### src/rtl/load_store_ctrl_if.sv
// Load/store controller bus bundle: MEM-stage request/response and data-memory port.
// master: controller side (drives req_ready/stall/rsp_*/dm_* requests).
// slave : pipeline + memory side (drives req_* and dm_ack/dm_rdata).
interface load_store_ctrl_if;
    logic        req_valid;
    logic        req_we;
    logic [2:0]  req_func3;
    logic [31:0] req_addr;
    logic [31:0] req_wdata;
    logic        req_ready;
    logic        stall;
    logic        rsp_valid;
    logic [31:0] rsp_data;
    logic        rsp_err;
    logic        dm_req;
    logic        dm_we;
    logic [31:0] dm_addr;
    logic [3:0]  dm_be;
    logic [31:0] dm_wdata;
    logic        dm_ack;
    logic [31:0] dm_rdata;

    modport master (
        input  req_valid, req_we, req_func3, req_addr, req_wdata, dm_ack, dm_rdata,
        output req_ready, stall, rsp_valid, rsp_data, rsp_err,
               dm_req, dm_we, dm_addr, dm_be, dm_wdata
    );

    modport slave (
        output req_valid, req_we, req_func3, req_addr, req_wdata, dm_ack, dm_rdata,
        input  req_ready, stall, rsp_valid, rsp_data, rsp_err,
               dm_req, dm_we, dm_addr, dm_be, dm_wdata
    );
endinterface

### src/rtl/load_store_ctrl.sv
// MEM-stage load/store sequencer for a single-ported, variable-latency data memory.
// Byte-lane enables, load alignment/extension, misalignment detection, ack timeout.
// Optional feature macro MISALIGN_SPLIT_EN: misaligned accesses become two word accesses.
module load_store_ctrl #(
    parameter int unsigned TIMEOUT = 16
) (
    input  logic              clk,
    input  logic              rst,
    load_store_ctrl_if.master bus
);

    localparam int unsigned CW = (TIMEOUT > 1) ? $clog2(TIMEOUT) : 1;
`ifdef MISALIGN_SPLIT_EN
    localparam bit SPLIT_EN = 1'b1;
`else
    localparam bit SPLIT_EN = 1'b0;
`endif

    typedef enum logic [1:0] {IDLE, ACC, ACC2, RESP} state_t;

    state_t        st, nxt;
    logic          r_we, r_err, r_mis;
    logic [2:0]    r_f3;
    logic [31:0]   r_addr, r_wdata, r_data;
    logic [CW-1:0] cnt;
    logic          mis_in, split_first, tmo;
    logic          ready, stall_c, acc, rv;
    logic [4:0]    sh;
    logic [3:0]    base_be, acc_be;
    logic [31:0]   rep, acc_wd, acc_addr, ld_word;
`ifdef MISALIGN_SPLIT_EN
    logic [31:0]   rd1, raw;
    logic [7:0]    win_be;
    logic [63:0]   win_wd, ld_win;
`endif

    function automatic logic misaligned(input logic [2:0] f3, input logic [1:0] o);
        return ((f3[1:0] == 2'b01) && o[0]) || ((f3 == 3'b010) && (o != 2'b00));
    endfunction

    function automatic logic [31:0] extend(input logic [2:0] f3, input logic [31:0] w);
        case (f3)
            3'b000:  return {{24{w[7]}}, w[7:0]};
            3'b001:  return {{16{w[15]}}, w[15:0]};
            3'b100:  return {24'd0, w[7:0]};
            3'b101:  return {16'd0, w[15:0]};
            default: return w;
        endcase
    endfunction

    assign mis_in      = misaligned(bus.req_func3, bus.req_addr[1:0]);
    assign split_first = SPLIT_EN && r_mis;
    assign tmo         = (TIMEOUT != 0) && (cnt == CW'(TIMEOUT - 1));
    assign sh          = {r_addr[1:0], 3'b000};

    // State register
    always_ff @(posedge clk or posedge rst) begin
        if (rst) st <= IDLE;
        else     st <= nxt;
    end

    // Next-state and handshake outputs
    always_comb begin
        nxt     = st;
        ready   = 1'b0;
        stall_c = 1'b0;
        acc     = 1'b0;
        rv      = 1'b0;
        case (st)
            IDLE: begin
                ready   = 1'b1;
                stall_c = bus.req_valid;
                if (bus.req_valid) nxt = (mis_in && !SPLIT_EN) ? RESP : ACC;
            end
            ACC: begin
                acc     = 1'b1;
                stall_c = 1'b1;
                if (bus.dm_ack) nxt = split_first ? ACC2 : RESP;
                else if (tmo)   nxt = RESP;
            end
            ACC2: begin
                acc     = 1'b1;
                stall_c = 1'b1;
                if (bus.dm_ack || tmo) nxt = RESP;
            end
            RESP: begin
                rv  = 1'b1;
                nxt = IDLE;
            end
            default: nxt = IDLE;
        endcase
    end

    // Lane enables, store data, address and load alignment from the registered request
    always_comb begin
        case (r_f3[1:0])
            2'b00:   begin base_be = 4'b0001; rep = {4{r_wdata[7:0]}};  end
            2'b01:   begin base_be = 4'b0011; rep = {2{r_wdata[15:0]}}; end
            default: begin base_be = 4'b1111; rep = r_wdata;            end
        endcase
        acc_be   = base_be << r_addr[1:0];
        acc_wd   = rep;
        acc_addr = {r_addr[31:2] + ((st == ACC2) ? 30'd1 : 30'd0), 2'b00};
        ld_word  = bus.dm_rdata >> sh;
`ifdef MISALIGN_SPLIT_EN
        // Misaligned accesses use an 8-byte window: low word in ACC, high word in ACC2.
        raw    = (r_f3[1:0] == 2'b01) ? {16'd0, r_wdata[15:0]} : r_wdata;
        win_be = {4'b0000, base_be} << r_addr[1:0];
        win_wd = {32'd0, raw} << sh;
        ld_win = {bus.dm_rdata, rd1} >> sh;
        if (r_mis) begin
            acc_be  = (st == ACC2) ? win_be[7:4]  : win_be[3:0];
            acc_wd  = (st == ACC2) ? win_wd[63:32] : win_wd[31:0];
            ld_word = ld_win[31:0];
        end
`endif
    end

    // Request capture, timeout counter and response data
    always_ff @(posedge clk or posedge rst) begin
        if (rst) begin
            r_we    <= 1'b0;
            r_f3    <= '0;
            r_addr  <= '0;
            r_wdata <= '0;
            r_mis   <= 1'b0;
            r_err   <= 1'b0;
            r_data  <= '0;
            cnt     <= '0;
        end else begin
            case (st)
                IDLE: if (bus.req_valid) begin
                    r_we    <= bus.req_we;
                    r_f3    <= bus.req_func3;
                    r_addr  <= bus.req_addr;
                    r_wdata <= bus.req_wdata;
                    r_mis   <= mis_in;
                    r_err   <= mis_in && !SPLIT_EN;
                    r_data  <= '0;
                    cnt     <= '0;
                end
                ACC, ACC2: begin
                    if (bus.dm_ack) begin
                        cnt <= '0;
                        if (!(st == ACC && split_first))
                            r_data <= r_we ? '0 : extend(r_f3, ld_word);
                    end else if (tmo) begin
                        r_err  <= 1'b1;
                        r_data <= '0;
                    end else begin
                        cnt <= cnt + CW'(1);
                    end
                end
                default: ;
            endcase
        end
    end

`ifdef MISALIGN_SPLIT_EN
    // First half of a split load, combined with the second word on the final ack
    always_ff @(posedge clk or posedge rst) begin
        if (rst)                              rd1 <= '0;
        else if (st == ACC && bus.dm_ack && r_mis) rd1 <= bus.dm_rdata;
    end
`endif

    assign bus.req_ready = ready;
    assign bus.stall     = stall_c;
    assign bus.rsp_valid = rv;
    assign bus.rsp_data  = rv ? r_data : '0;
    assign bus.rsp_err   = rv & r_err;
    assign bus.dm_req    = acc;
    assign bus.dm_we     = acc & r_we;
    assign bus.dm_addr   = acc ? acc_addr : '0;
    assign bus.dm_be     = acc ? acc_be : '0;
    assign bus.dm_wdata  = acc ? acc_wd : '0;

endmodule

### src/flat_wrapper.sv
// flat-port wrapper written by rule: the top's interface ports become plain ports
module load_store_ctrl_flat 
#(
    parameter int unsigned TIMEOUT = 16
)
  (clk, rst, bus_req_valid, bus_req_we, bus_req_func3, bus_req_addr, bus_req_wdata, bus_dm_ack, bus_dm_rdata, bus_req_ready, bus_stall, bus_rsp_valid, bus_rsp_data, bus_rsp_err, bus_dm_req, bus_dm_we, bus_dm_addr, bus_dm_be, bus_dm_wdata);
  load_store_ctrl_if bus_i ();
  input  logic clk;
  input  logic rst;
  input wire logic [$bits(bus_i.req_valid)-1:0] bus_req_valid;
  input wire logic [$bits(bus_i.req_we)-1:0] bus_req_we;
  input wire logic [$bits(bus_i.req_func3)-1:0] bus_req_func3;
  input wire logic [$bits(bus_i.req_addr)-1:0] bus_req_addr;
  input wire logic [$bits(bus_i.req_wdata)-1:0] bus_req_wdata;
  input wire logic [$bits(bus_i.dm_ack)-1:0] bus_dm_ack;
  input wire logic [$bits(bus_i.dm_rdata)-1:0] bus_dm_rdata;
  output wire logic [$bits(bus_i.req_ready)-1:0] bus_req_ready;
  output wire logic [$bits(bus_i.stall)-1:0] bus_stall;
  output wire logic [$bits(bus_i.rsp_valid)-1:0] bus_rsp_valid;
  output wire logic [$bits(bus_i.rsp_data)-1:0] bus_rsp_data;
  output wire logic [$bits(bus_i.rsp_err)-1:0] bus_rsp_err;
  output wire logic [$bits(bus_i.dm_req)-1:0] bus_dm_req;
  output wire logic [$bits(bus_i.dm_we)-1:0] bus_dm_we;
  output wire logic [$bits(bus_i.dm_addr)-1:0] bus_dm_addr;
  output wire logic [$bits(bus_i.dm_be)-1:0] bus_dm_be;
  output wire logic [$bits(bus_i.dm_wdata)-1:0] bus_dm_wdata;
  assign bus_i.req_valid = bus_req_valid;
  assign bus_i.req_we = bus_req_we;
  assign bus_i.req_func3 = bus_req_func3;
  assign bus_i.req_addr = bus_req_addr;
  assign bus_i.req_wdata = bus_req_wdata;
  assign bus_i.dm_ack = bus_dm_ack;
  assign bus_i.dm_rdata = bus_dm_rdata;
  assign bus_req_ready = bus_i.req_ready;
  assign bus_stall = bus_i.stall;
  assign bus_rsp_valid = bus_i.rsp_valid;
  assign bus_rsp_data = bus_i.rsp_data;
  assign bus_rsp_err = bus_i.rsp_err;
  assign bus_dm_req = bus_i.dm_req;
  assign bus_dm_we = bus_i.dm_we;
  assign bus_dm_addr = bus_i.dm_addr;
  assign bus_dm_be = bus_i.dm_be;
  assign bus_dm_wdata = bus_i.dm_wdata;
  load_store_ctrl #(.TIMEOUT(TIMEOUT)) u_core (.clk(clk), .rst(rst), .bus(bus_i));
endmodule
### config.mk
export PLATFORM = sky130hd
export DESIGN_NAME = load_store_ctrl_flat
export DESIGN_NICKNAME = d
export VERILOG_FILES = /design/src/rtl/load_store_ctrl_if.sv /design/src/rtl/load_store_ctrl.sv /design/src/flat_wrapper.sv
export SDC_FILE = /design/constraint.sdc
export NUM_CORES = 1
export LEC_CHECK = 0
export ABC_AREA = 1
export BUFFER_PORTS_ARGS = -buffer_cell sky130_fd_sc_hd__buf_4
export CAP_MARGIN = 20
export CORE_ASPECT_RATIO = 0.75
export CORE_UTILIZATION = 50
export CTS_BUF_LIST = sky130_fd_sc_hd__clkbuf_4 sky130_fd_sc_hd__clkbuf_8 sky130_fd_sc_hd__clkbuf_16
export DETAILED_ROUTE_END_ITERATION = 12
export GPL_ROUTABILITY_DRIVEN = 0
export GPL_TIMING_DRIVEN = 0
export HOLD_SLACK_MARGIN = 0.08
export PLACE_DENSITY = 0.8
export SLEW_MARGIN = 20
export SYNTH_ARGS = -nofsm -noshare
export SYNTH_HDL_FRONTEND = slang
export SYNTH_SLANG_ARGS = --single-unit
### constraint.sdc
create_clock -name clk -period 4.05 [get_ports clk]
set_input_delay 0.81 -clock clk [delete_from_list [all_inputs] [get_ports clk]]
set_output_delay 0.81 -clock clk [all_outputs]
set_load 0.01 [all_outputs]
## Yosys cells after proc, flatten, opt, wreduce, memory -nomap -nowiden

Cells that the tools add are included.

- Logic and storage cells: 77
- Output and inout port bits: 106
- Bits in registers: 107
- Bits of input ports: 104

- Reductions and logical operators: 15
- Equality and inequality tests: 17
- Add/subtract/negate cells: 2
- Bitwise gates (word level): 2
- Shifts and indexed selects: 2
- Mux-type cells: 31

Operators by type and width:

| operator | number |
|---|---|
| $mux W32 | 7 |
| $pmux W32 S2 | 2 |
| $pmux W32 S4 | 1 |
| $shr A32 B5 Y32 | 1 |
| $add A30 B30 Y30 | 1 |
| $mux W4 | 4 |
| $pmux W4 S2 | 2 |
| $mux W2 | 5 |
| $reduce_and A3 Y1 | 3 |
| $pmux W2 S4 | 1 |
| $mux W1 | 7 |
| $eq A2 B1 Y1 const B | 3 |
| $eq A3 B3 Y1 const B | 2 |
| $add A4 B1 Y4 const B | 1 |
| $eq A2 B2 Y1 const B | 2 |
| $eq A4 B4 Y1 const B | 1 |
| $logic_not A2 Y1 | 2 |
| $ne A2 B1 Y1 const B | 2 |
| $ne A2 B2 Y1 const B | 2 |
| $pmux W1 S2 | 2 |
| $reduce_and A4 Y1 | 1 |
| $reduce_bool A2 Y1 | 2 |
| $shl A4 B2 Y4 | 1 |
| $eq A3 B1 Y1 const B | 1 |
| other kinds (10) | 13 |

## Logic depth before layout (Yosys ltp)

- Depth in word-level cells: 6
- Mapped depth: 12
- Depth with buffers taken out: 12

## Worst setup path after synthesis

No wires, ideal clock.

- Kind: reg-to-output
- Start point: reg u_core.st[0]
- End point: out bus_dm_addr[30]
- Path slack: 1.392 ns
- Cell stages (with the launch flop): 13
- Buffers on the path: 0
- Arrival time: 1.848 ns
- Required time: 3.240 ns
- Cells stage by stage: dfrtp_1 inv_1 ha_1 ha_1 ha_1 nand2_1 nor2_1 inv_1 nor2_1 nand2_1 nand2_1 nand2_1 nor2_1

- Longest elaborated chain between the ends: 4
- Elaborated cells between the ends (all ways): 7
- Those cells by class: 1 x add/sub; 2 x eq/ne; 3 x mux; 1 x reduce/logical

RTL lines:

| what | RTL line | text |
|---|---|---|
| start: declaration | load_store_ctrl.sv:21 | `state_t st, nxt;` |
| start signal: assignment | load_store_ctrl.sv:59 | `else st <= nxt;` |
| $eq A2 B2 Y1 or $eq A2 B1 Y1 (tied branches) | -- |  |
| $mux W1 or $reduce_or A2 Y1 (tied branches) | -- |  |
| $add A30 B30 Y30 or $mux W1 (tied branches) | load_store_ctrl.sv:103, load_store_ctrl.sv:69 |  |
| $mux W32 * | load_store_ctrl.sv:174 | `assign bus.dm_addr = acc ? acc_addr : '0;` |
| end: declaration | flat_wrapper.sv:24 | `output wire logic [$bits(bus_i.dm_addr)-1:0] bus_dm_addr;` |

Mark *: on every way between the ends. The rest lies on a longest branch, timed or not.

## Final worst setup path

- Start point: reg u_core.st[0]
- End point: out bus_dm_addr[16]

Same word-level chain as after synthesis.

==> results.yml <==
routing:
  drt_first_iter_violations: 826
  routed_wl_um: 21520
  firstDrtPassIters: 7
  drc: 0
  vias: 7171
  ant_nets: 0
  wl_per_cell_um: 15.95
  viasPerCell: 5.316
logic_synthesis:
  synthFlopType: "dfrtp_1"
  synth-seq-area-share_pct: 40.48
  ys_async_sr_fraction_pct: 100.0
  synth_edf_count: 0
  syn_inst: 958
  syn_avg_cell_area_um2: 6.905
  ys_ff_latch: 107
  ys_warn_count: 0
  ys_types: 30
  synthesis.area_um2: 6615
place:
  hpwl_um: 16700
  placed_area_um2: 8413
  numPortBuffers: 207
  dp_slack_ps: 774.3
  placed_cells: 1333
power:
  power_switching_mw: 3.667
  p_sw_share_pct: 48.15
  power_frac_seq_pct: 26.4
  peakVddDrop_v: 0.0005132
  power.leakage_nw: 4.969
  total_power_mw: 7.615
  power.share.clock_pct: 12.0
  p_int_mw: 3.949
  combPwrFrac_pct: 61.6
  p_per_area_nw_per_um2: 873.6
setup_path:
  critPathKind: "flop to primary output"
  cp_max_fo: 6
  startpoint_type: "flop"
  crit_arrival_ps: 2980
  cp.required_ps: 3240
  cp-end-kind: "primary output"
  worstPathCellList: "inv_1 > ha_1 > ha_1 > ha_1 > nand3_1 > nor2_1 > nand2_1 > nor2_1 > nand2_1 > nand2_1 > nor2_1 > buf_4"
  critPathMaxStageDelay_ps: 450
  crit_slowest_cell: "nor2_1"
timing:
  rsz0062_at_grt: "no"
  hold_viol_final: 0
  drv_slew: 0
  max_clock_freq_mhz: 263.6
  post-route-min-period_ps: 3794
  hold-worst-slack_ps: 422.6
  setup_viol: 0
  relSlewSlack_pct: 54.46
  fin_skew_ps: 7.595
  layout_setup_ws_ps: 256.5
  finalCritPeriodShare_pct: 93.67
  tns_ps: 0
  tightestPinTransition_ps: 683.1
cells_and_area:
  diodes: 0
  mostFrequentLayoutCell: "nand2_1"
  post-route-util_pct: 69.36
  drive_gt1_share_pct: 25.19
  nets: 1291
  syn_to_final_growth_pct: 31.78
  final_area_um2: 8717
  final_cells: 1349
  final_cell_mix: "nand2_1, buf_4, nor2_1, dfrtp_1, inv_1"
floorplan:
  initial_utilization_pct: 52.63
  die_w_um: 134.8
  rows: 35
  die_y_um: 101.6
  die_area_um2: 13700
  core_um2: 12570
  boundaryPins: 210
clock_network:
  cts_buffers: 9
  cts.htree.levels: 3
  cts_root_buf: "clkbuf_16"
  ctsHoldBuffers: 0
  clk_latency_ps: 360
  post_cts_resized: 0
  cts_sinks: 107
  clk_pin_slew_worst_paths_ps: 80
  cts.path.max_buffers: 2
  cts_setup_buffers: 0
  cts_tree: "built"
grt:
  grt_usage_pct: 32.44
  grt_pass1_wl_um: 33720
  grt_max_degree: 77
  antenna_found_initial: 0
  first_global_vias: 6417
  gr-total-overflow: 0
run:
  cap_violations: 0
hold_path:
  hold_path.class: "input port to asynchronous set/reset pin"
run_status:
  status: "complete, no violations"
==> path summary, 6_finish.rpt <==
| path | cells after the start | slack, ps | endpoint | start |
|---|---|---|---|---|
| setup / recovery | 12 | 260 | bus_dm_addr[16] | u_core.st[0]$_DFFE_PP0P_ |
| hold / removal | 2 | 420 | u_core.r_addr[19]$_DFFE_PP0P_ | rst |
| setup reg to reg | 11 | 1850 | u_core.r_data[28]$_DFFE_PP0P_ | u_core.st[0]$_DFFE_PP0P_ |
| hold reg to reg | 2 | 490 | u_core.r_data[22]$_DFFE_PP0P_ | u_core.r_data[22]$_DFFE_PP0P_ |
| max in group asynchronous | 3 | 2940 | u_core.r_addr[13]$_DFFE_PP0P_ | rst |
| min in group clk | 2 | 490 | u_core.r_data[22]$_DFFE_PP0P_ | u_core.r_data[22]$_DFFE_PP0P_ |
==> critical path, delay by kind of cell, from the launching register on <==
family                   cells  cell delay, ps
buffers and inverters        2             260
AND/OR/NAND/NOR              7            1240
flip-flops                   1             430
adder cells (fa/ha/maj)      3             690
==> synthesized netlist by cell type (8+ instances only) <==
| master | instances | area, µm² |
|---|---|---|
| a21oi_1 | 62 | 310.3 |
| buf_2 | 25 | 125.1 |
| clkbuf_1 | 16 | 60.06 |
| dfrtp_1 | 107 | 2678 |
| ha_1 | 9 | 112.6 |
| inv_1 | 95 | 356.6 |
| mux2_2 | 35 | 394.1 |
| nand2_1 | 321 | 1205 |
| nand3_1 | 54 | 270.3 |
| nor2_1 | 147 | 551.8 |
| o21ai_0 | 42 | 210.2 |
| o22ai_1 | 8 | 50.05 |
==> power by group through the flow <==
stage                     Sequential, mW  Combinational [mW]  Clock, mW
final                               2.01                4.69      0.914
after global placement              1.99                4.56          0
after CTS                           1.99                4.66      0.926
after global routing                2.07                5.14      0.967
after detailed placement            2.00                4.63          0
after floorplan                     1.86                2.77          0
==> layer usage <==
layer,wire (µm),global-route usage [%],vias up
met1,9403,46.15,3276
met2,8940,46.59,416
met5,0,0,-
met4,469,9.594,0
met3,2708,10.91,40
li1,-,-,3439
==> logic make-up after synthesis <==
logic type | share of synthesized area [%]
AO/OA/AOI/OAI | 9.060
XOR/XNOR | 0.9268
adder cells (fa/ha/maj) | 1.702
buffers and inverters | 9.249
flip-flops | 40.48
multiplexers | 5.958
other | 0.05669
AND/OR/NAND/NOR | 32.57
==> sequential cells by signal, indices dropped and copies added (netlist names) <==
register	count
u_core.r_data	32
u_core.r_wdata	32
u_core.cnt	4
u_core.r_we	1
u_core.r_addr	32
u_core.r_f3	3
u_core.r_err	1
u_core.st	2
==> area by class of cell <==
| class | instances | area, µm² |
|---|---|---|
| inverter | 97 | 371.6 |
| sequential | 107 | 2678 |
| clock inverter | 6 | 65.06 |
| timing repair buffer | 208 | 1582 |
| clock buffer | 10 | 239.0 |
| tap | 166 | 207.7 |
| fill | 1113 | 3851 |
| buffer | 49 | 245.2 |
| multi-input combinational | 706 | 3329 |
Note: power is estimated with default switching activity, not from simulation.
